===== src/rtl/rf_refill_pkg.sv =====
// Shared definitions for the register-file refill writer.
//   refill_state_e : FSM encoding (IDLE, REQ, BEAT, DONE)
//   offs_w()       : word-offset width of a line (log2 of LINE_WORDS)
package rf_refill_pkg;

  typedef enum logic [1:0] {IDLE, REQ, BEAT, DONE} refill_state_e;

  function automatic int offs_w(input int line_words);
    int w;
    w = 0;
    for (int i = 0; i < 31; i++)
      if ((1 << i) < line_words) w = i + 1;
    return w;
  endfunction

endpackage


===== src/rtl/rf_refill_wr_stage.sv =====
// Registered register-file write-port driver.
// One accepted beat becomes one write strobe on the following cycle.
//   clk, rst        : clock, synchronous active-high reset (clears all flops)
//   i_we/i_addr/i_data : write request from the refill FSM
//   o_we/o_addr/o_data : registered write port towards the register file
module rf_refill_wr_stage #(
  parameter int ADDR_WIDTH = 5,
  parameter int DATA_WIDTH = 32
) (
  input  logic                  clk,
  input  logic                  rst,
  input  logic                  i_we,
  input  logic [ADDR_WIDTH-1:0] i_addr,
  input  logic [DATA_WIDTH-1:0] i_data,
  output logic                  o_we,
  output logic [ADDR_WIDTH-1:0] o_addr,
  output logic [DATA_WIDTH-1:0] o_data
);

  logic                  r_we;
  logic [ADDR_WIDTH-1:0] r_addr;
  logic [DATA_WIDTH-1:0] r_data;

  always_ff @(posedge clk) begin
    if (rst) begin
      r_we   <= 1'b0;
      r_addr <= '0;
      r_data <= '0;
    end else begin
      r_we <= i_we;
      // Address/data only move on a real write; they hold during gaps.
      if (i_we) begin
        r_addr <= i_addr;
        r_data <= i_data;
      end
    end
  end

  assign o_we   = r_we;
  assign o_addr = r_addr;
  assign o_data = r_data;

endmodule


===== src/rtl/rf_refill_writer.sv =====
// Write-side refill master for the register-file cache data store.
// Takes a line-refill command, issues one burst request to memory, writes
// LINE_WORDS response beats into the register file and pulses refill_done.
// Ports:
//   clk, rst                      : clock, synchronous active-high reset
//   refill_req_valid/ready/addr/line : refill command (accepted in IDLE)
//   mem_req_valid/ready/addr      : burst request towards next-level memory
//   mem_rsp_valid/ready/data      : response beats
//   WriteEnable/WriteAddr/WriteData : register-file write port (1-cycle latency)
//   refill_done                   : one-cycle pulse once the line is written
// Optional feature macro: RF_REFILL_CRITICAL_WORD_FIRST_EN
//   defined   : request keeps the word offset, fill starts at the missing word
//   undefined : line-aligned request, fill starts at word 0
module rf_refill_writer
  import rf_refill_pkg::*;
#(
  parameter int ADDR_WIDTH     = 5,
  parameter int DATA_WIDTH     = 32,
  parameter int LINE_WORDS     = 4,
  parameter int MEM_ADDR_WIDTH = 32
) (
  input  logic                                      clk,
  input  logic                                      rst,
  input  logic                                      refill_req_valid,
  output logic                                      refill_req_ready,
  input  logic [MEM_ADDR_WIDTH-1:0]                 refill_req_addr,
  input  logic [ADDR_WIDTH-$clog2(LINE_WORDS)-1:0]  refill_req_line,
  output logic                                      mem_req_valid,
  input  logic                                      mem_req_ready,
  output logic [MEM_ADDR_WIDTH-1:0]                 mem_req_addr,
  input  logic                                      mem_rsp_valid,
  output logic                                      mem_rsp_ready,
  input  logic [DATA_WIDTH-1:0]                     mem_rsp_data,
  output logic                                      WriteEnable,
  output logic [ADDR_WIDTH-1:0]                     WriteAddr,
  output logic [DATA_WIDTH-1:0]                     WriteData,
  output logic                                      refill_done
);

  localparam int OFFS_W   = offs_w(LINE_WORDS);
  localparam int WOFF_LSB = $clog2(DATA_WIDTH / 8);
  localparam int LINE_W   = ADDR_WIDTH - OFFS_W;
`ifdef RF_REFILL_CRITICAL_WORD_FIRST_EN
  localparam int CLR_BITS = WOFF_LSB;
`else
  localparam int CLR_BITS = OFFS_W + WOFF_LSB;
`endif
  localparam logic [MEM_ADDR_WIDTH-1:0] ALIGN_MASK =
    ~((MEM_ADDR_WIDTH'(1) << CLR_BITS) - MEM_ADDR_WIDTH'(1));
  localparam logic [OFFS_W-1:0] LAST_BEAT = OFFS_W'(LINE_WORDS - 1);

  refill_state_e             r_state, w_next;
  logic [MEM_ADDR_WIDTH-1:0] r_addr;
  logic [LINE_W-1:0]         r_line;
  logic [OFFS_W-1:0]         r_offs;   // word being filled (may start mid-line)
  logic [OFFS_W-1:0]         r_cnt;    // beats accepted so far
  logic                      r_done;
  logic                      w_accept;
  logic                      w_beat;
  logic [OFFS_W-1:0]         w_start;

`ifdef RF_REFILL_CRITICAL_WORD_FIRST_EN
  assign w_start = refill_req_addr[WOFF_LSB +: OFFS_W];
`else
  assign w_start = '0;
`endif

  always_ff @(posedge clk) begin
    if (rst) r_state <= IDLE;
    else     r_state <= w_next;
  end

  always_comb begin
    w_next           = r_state;
    refill_req_ready = 1'b0;
    mem_req_valid    = 1'b0;
    mem_rsp_ready    = 1'b0;
    w_accept         = 1'b0;
    w_beat           = 1'b0;
    case (r_state)
      IDLE: begin
        refill_req_ready = 1'b1;
        if (refill_req_valid) begin
          w_accept = 1'b1;
          w_next   = REQ;
        end
      end
      REQ: begin
        mem_req_valid = 1'b1;
        if (mem_req_ready) w_next = BEAT;
      end
      BEAT: begin
        mem_rsp_ready = 1'b1;
        if (mem_rsp_valid) begin
          w_beat = 1'b1;
          if (r_cnt == LAST_BEAT) w_next = DONE;
        end
      end
      DONE:    w_next = IDLE;
      default: w_next = IDLE;
    endcase
  end

  always_ff @(posedge clk) begin
    if (rst) begin
      r_addr <= '0;
      r_line <= '0;
      r_offs <= '0;
      r_cnt  <= '0;
      r_done <= 1'b0;
    end else begin
      // DONE coincides with the last write strobe, so the pulse is registered
      // to land one cycle later, once the line is fully in the register file.
      r_done <= (r_state == DONE);
      if (w_accept) begin
        r_addr <= refill_req_addr;
        r_line <= refill_req_line;
        r_offs <= w_start;
        r_cnt  <= '0;
      end else if (w_beat) begin
        r_offs <= r_offs + OFFS_W'(1);
        r_cnt  <= r_cnt + OFFS_W'(1);
      end
    end
  end

  assign mem_req_addr = r_addr & ALIGN_MASK;
  assign refill_done  = r_done;

  rf_refill_wr_stage #(
    .ADDR_WIDTH (ADDR_WIDTH),
    .DATA_WIDTH (DATA_WIDTH)
  ) u_wr_stage (
    .clk    (clk),
    .rst    (rst),
    .i_we   (w_beat),
    .i_addr ({r_line, r_offs}),
    .i_data (mem_rsp_data),
    .o_we   (WriteEnable),
    .o_addr (WriteAddr),
    .o_data (WriteData)
  );

endmodule


===== config.mk =====
export PLATFORM = sky130hd
export DESIGN_NAME = rf_refill_writer
export DESIGN_NICKNAME = d
export VERILOG_FILES = /design/src/rtl/rf_refill_pkg.sv /design/src/rtl/rf_refill_wr_stage.sv /design/src/rtl/rf_refill_writer.sv
export SDC_FILE = /design/constraint.sdc
export NUM_CORES = 1
export LEC_CHECK = 0
export ABC_AREA = 1
export CAP_MARGIN = 20
export CELL_PAD_IN_SITES_DETAIL_PLACEMENT = 1
export CELL_PAD_IN_SITES_GLOBAL_PLACEMENT = 1
export CORE_MARGIN = 4
export CORE_UTILIZATION = 24
export CTS_CLUSTER_DIAMETER = 150
export DETAILED_ROUTE_END_ITERATION = 10
export PLACE_DENSITY_LB_ADDON = 0.1
export SETUP_SLACK_MARGIN = 0.5
export SYNTH_ARGS = -nofsm -noshare
export SYNTH_HDL_FRONTEND = slang
export SYNTH_SLANG_ARGS = --single-unit

===== constraint.sdc =====
create_clock -name clk -period 1.1 [get_ports clk]
set_input_delay 0.11 -clock clk [delete_from_list [all_inputs] [get_ports clk]]
set_output_delay 0.11 -clock clk [all_outputs]
set_load 0.05 [all_outputs]

Yosys cells after proc, flatten, opt, wreduce, memory -nomap -nowiden. Cells that the tools add are included.

Shifts and indexed selects: 0. $mul: 0. Reductions and logical operators: 3. Mux-type cells: 12. Add/subtract/negate cells: 2. Divide/modulo/power cells: 0. Eq/ne operators: 8. Bitwise gates (word level): 0. $lt $le $gt $ge: 0.

Operators by type and width (number): 2-to-1 mux 2 bit (4); != test 2 bit (second input constant) (4); case mux 2 bit (4 select lines) (1); 2-to-1 mux 1 bit (7); equality test 2 bit (second input constant) (3); adder 2 x 1 -> 2 bit (second input constant) (2); AND reduction 4 bit (1); equality test 2 x 1 -> 1 bit (second input constant) (1); logical NOT 2 bit (1); OR reduction 2 bit (1).

Memory bits (read-only): 0. Output and inout port bits: 74. Bits in latches: 0. Bits in registers: 80. Memories kept: 0. Word-level logic and storage cells: 34. Memory bits (writable): 0.

Depth between registers and ports, before layout.
Depth after elaboration: 4. Mapped depth: 8.

Modules after synthesis. A second synthesis with hierarchy kept.

Cells, all modules: 431. Area total of the unflattened synthesis: 3039.2 µm².

Modules (own cells, without submodules): rf_refill_wr_stage (instances 1, cells each 237, area an instance 1536.5 µm², sequential area each 760.7 µm²); rf_refill_writer (instances 1, cells each 194, area an instance 1502.7 µm², sequential area each 760.7 µm²).

Worst setup path after synthesis. OpenSTA, ideal clock, no wires.

Kind: register to register. Start point: register r_state[0]. End point: register r_addr[10]. Path slack: -0.503 ns. Required time: 0.984 ns. Library setup time: 0.116 ns. Period minus slack after synthesis: 1.603 ns. Buffers on the path: 1. Arrival time: 1.487 ns. Stages on the path, launching flop included: 7. Path through: dfxtp_1 inv_1 ha_1 nand2_2 clkbuf_1 o21ai_0 nor2_1.

Cells in the longest elaborated chain, start to end: 2.

Ends and longest elaborated chain: start: declaration (line rf_refill_writer.sv:52) `refill_state_e r_state, w_next;`; start signal: assignment (line rf_refill_writer.sv:70) `else r_state <= w_next;`; logical NOT 2 bit (line rf_refill_writer.sv:80) `case (r_state)`; 2-to-1 mux 1 bit (line rf_refill_writer.sv:80); end signal: assignment (line rf_refill_writer.sv:116) `r_addr <= refill_req_addr;`; end: declaration (line rf_refill_writer.sv:53) `logic [MEM_ADDR_WIDTH-1:0] r_addr;`.

Every way passes these cells. A chain may end at the register's enable or synchronous reset.

Final worst setup path.
Start point: register r_state[1]. End point: output port refill_req_ready.

Cells in the longest elaborated chain, start to end: 2.

Ends and longest elaborated chain: logical NOT 2 bit (line rf_refill_writer.sv:80); 2-to-1 mux 1 bit (line rf_refill_writer.sv:80); end: declaration (line rf_refill_writer.sv:25) `output logic refill_req_ready,`.

Every way passes these cells.

==> results.json <==
{
  "via_per_inst": 4.38,
  "place_congestion": 0.701,
  "htree_levels": 3,
  "netlist_area_mm2": 0.00279,
  "syn_avg_cell_area_um2": 7.89,
  "core_mm2": 0.0114,
  "rsz0062_at_grt": "true",
  "max_stage_delay_ps": 380,
  "multi_input_area_mm2": 0.00157,
  "ys.flop_type": "dfxtp_1",
  "via_count": 3008,
  "yosysMostFrequentCell": "nor2_1",
  "tritoncts": "yes",
  "register_area_mm2": 0.00169,
  "die_area_mm2": 0.0134,
  "dieHeight_um": 116,
  "cp_max_fo": 3,
  "ctsLongestPathBuffers": 2,
  "setup_violations": 78,
  "pre_cts_ws_ps": -202,
  "worst-endpoint-arrival_ps": 1220,
  "pin_count": 146,
  "p_per_area_mw_per_mm2": 2540,
  "overflow": 0,
  "cts_sinks": 76,
  "ys_ff_latch": 76,
  "max-vdd-ir-drop_uv": 1840,
  "power_leakage_nw": 2.63,
  "path_clk_slew_ps": 60,
  "drive_above_1_share_pct": 57.2,
  "antenna_cells": 0,
  "setup_tns_ps": -12750,
  "critPathCaptureType": "output pin",
  "grt_pass1_wl_um": 16000,
  "fill_cells": 1205,
  "hold_viol": 0,
  "antenna_found_initial": 0,
  "slowest_stage": "dfxtp_4",
  "syn-instance-count": 354,
  "whs_ps": 375,
  "fin_crit_ps": 1330,
  "synth-edff-count": 0,
  "ys_top_cells_by_area": "dfxtp_1 54%, nor2_1 19%, o21ai_0 9.3%",
  "synthArstFlopShare_pct": 0,
  "violations": "negative setup slack",
  "area_growth_pct": 135,
  "clock-root-buffer": "clkbuf_16",
  "synth_top_cells_by_count": "143 x nor2_1, 76 x dfxtp_1, 52 x o21ai_0, 15 x nand2_1, 15 x o21ai_1",
  "ctsHoldBuffers": 0,
  "synth.distinct_cells": 18,
  "crit_type": "reg -> out",
  "drt-initial-drc-count": 73,
  "numCtsBuffers": 9,
  "grt_usage_pct": 15.6,
  "max_freq_mhz": 750,
  "ant_nets": 0,
  "holdCritPathClass": "in -> reg",
  "outcome": "complete, but fails checks",
  "port_buffers": 137,
  "cap_violations": 0,
  "finish.utilization_pct": 57.4,
  "grt_pass1_vias": 3068,
  "nets": 617,
  "yosys_warnings": 0,
  "fp-row-count": 39,
  "grt_max_degree": 28,
  "fin_crit_sh_pct": 121,
  "dp.final_hpwl_um": 6940,
  "synth_top_area_cell": "dfxtp_1",
  "crit_buf_inv": 3,
  "drc": 0,
  "initial_core_util_pct": 24.5,
  "drt-total-wl_um": 11400,
  "maxSlewViolCount": 0,
  "wl_per_cell_um": 16.6,
  "cp.required_ps": 990,
  "drtPass1Iterations": 4,
  "critical_path.cell_chain": "inv_4 -> ha_4 -> buf_6 -> buf_12",
  "finClkSkew_ps": 2.56,
  "clk_latency_ps": 340,
  "fin_ws_ps": -234,
  "netlist.area_leader.share_pct": 54.5,
  "cp_top_family": "flip-flops",
  "crit_path_start_kind": "flip-flop",
  "die_width_um": 116,
  "yosysSeqAreaShare_pct": 54.5
}
==> worst min-delay path: cells and delay by family <==
family	cells	cell delay, ps
simple gates	1	40
compound gates	1	120
buf+inv	1	400
==> area by class of cell <==
| type | count | share of cell area [%] |
|---|---|---|
| inverter | 12 | 1.11 |
| timing repair buffer | 196 | 42.2 |
| tap | 143 | 2.73 |
| clock buffer | 15 | 4.24 |
| sequential | 76 | 25.7 |
| multi-input combinational | 244 | 23.9 |
| clock inverter | 1 | 0.0764 |
==> repair_timing <==
action	4_1_cts	5_1_grt
buffers inserted	16	18
pin swaps	9	14
setup endpoints to repair	146	146
gates cloned	2	3
gates resized for setup	67	128
endpoints found under the hold margin	0	0
==> cell usage in the layout, fill, tap and decap left out, types with 2 or more instances in the layout <==
| cell | instances |
|---|---|
| nor2_1 | 83 |
| buf_12 | 78 |
| clkdlybuf4s50_1 | 67 |
| o21ai_1 | 45 |
| dfxtp_2 | 38 |
| buf_4 | 35 |
| nor2_4 | 31 |
| dfxtp_4 | 31 |
| nor2_2 | 29 |
| o21ai_2 | 17 |
| clkbuf_16 | 12 |
| nand2_1 | 10 |
| buf_6 | 10 |
| inv_1 | 7 |
| dfxtp_1 | 7 |
| nand2_2 | 5 |
| o21ai_0 | 5 |
| ha_4 | 4 |
| conb_1 | 4 |
| clkbuf_8 | 3 |
| clkbuf_1 | 3 |
| buf_16 | 3 |
| nand2_8 | 2 |
| nor3b_2 | 2 |
| a21oi_2 | 2 |
==> logic make-up (layout without fill, tap and decap cells) <==
kind of cell,count (synthesis),after routing,share of synthesized area (%)
AOI/OAI and AO/OA,70,70,12.5
buffers and inverters,37,224,7.08
and+or+nand+nor,163,163,22.8
DFF,76,76,54.5
xor gates and xnor gates,1,1,0.314
other,1,4,0.134
adders and majority gates,6,6,2.69
==> sequential cells by signal, summed over array words and instances, names as in the netlist <==
signal and flops:
r_addr 28, r_cnt 2, r_line 3, r_offs 2, r_state 2, refill_done 1, u_wr_stage.o_addr 5, u_wr_stage.o_data 32
u_wr_stage.o_we 1
==> through the flow <==
stage	std cells	cell area [µm²]	power, mW
final	687	6550	16.6
after global routing	687	6550	17.5
after CTS	666	5930	15.3
after detailed placement	632	5310	11.5
after global placement	632	5310	11.4
after floorplan	357	3030	7.97
==> path summary, 6_finish.rpt <==
kind | startpoint | end | slack [ps] | cells after the start
setup / recovery | r_state[1] | refill_req_ready | -230 | 4
hold / removal | refill_req_addr[12] | r_addr[12] | 370 | 3
hold reg to reg | r_cnt[1] | r_cnt[1] | 490 | 2
setup reg to reg | r_state[0] | u_wr_stage.o_data[25] | -230 | 7
==> per-layer routing <==
layer | wire length, µm | part of all wire (%) | global-route usage, % | vias to the layer above
li1 | - | - | - | 1488
met3 | 684 | 6.0 | 5.95 | 8
met1 | 4500 | 39 | 18.5 | 1434
met5 | 0 | 0 | 0 | -
met4 | 101 | 0.89 | 4.72 | 0
met2 | 6110 | 54 | 26.1 | 78
==> report_power, final <==
| group | internal [mW] | total, mW | switching, mW |
|---|---|---|---|
| sequential | 3.57 | 4.29 | 0.719 |
| clock | 1.71 | 2.83 | 1.12 |
| combinational | 4.72 | 9.51 | 4.78 |
No activity file was read; power rests on OpenSTA's default activity.
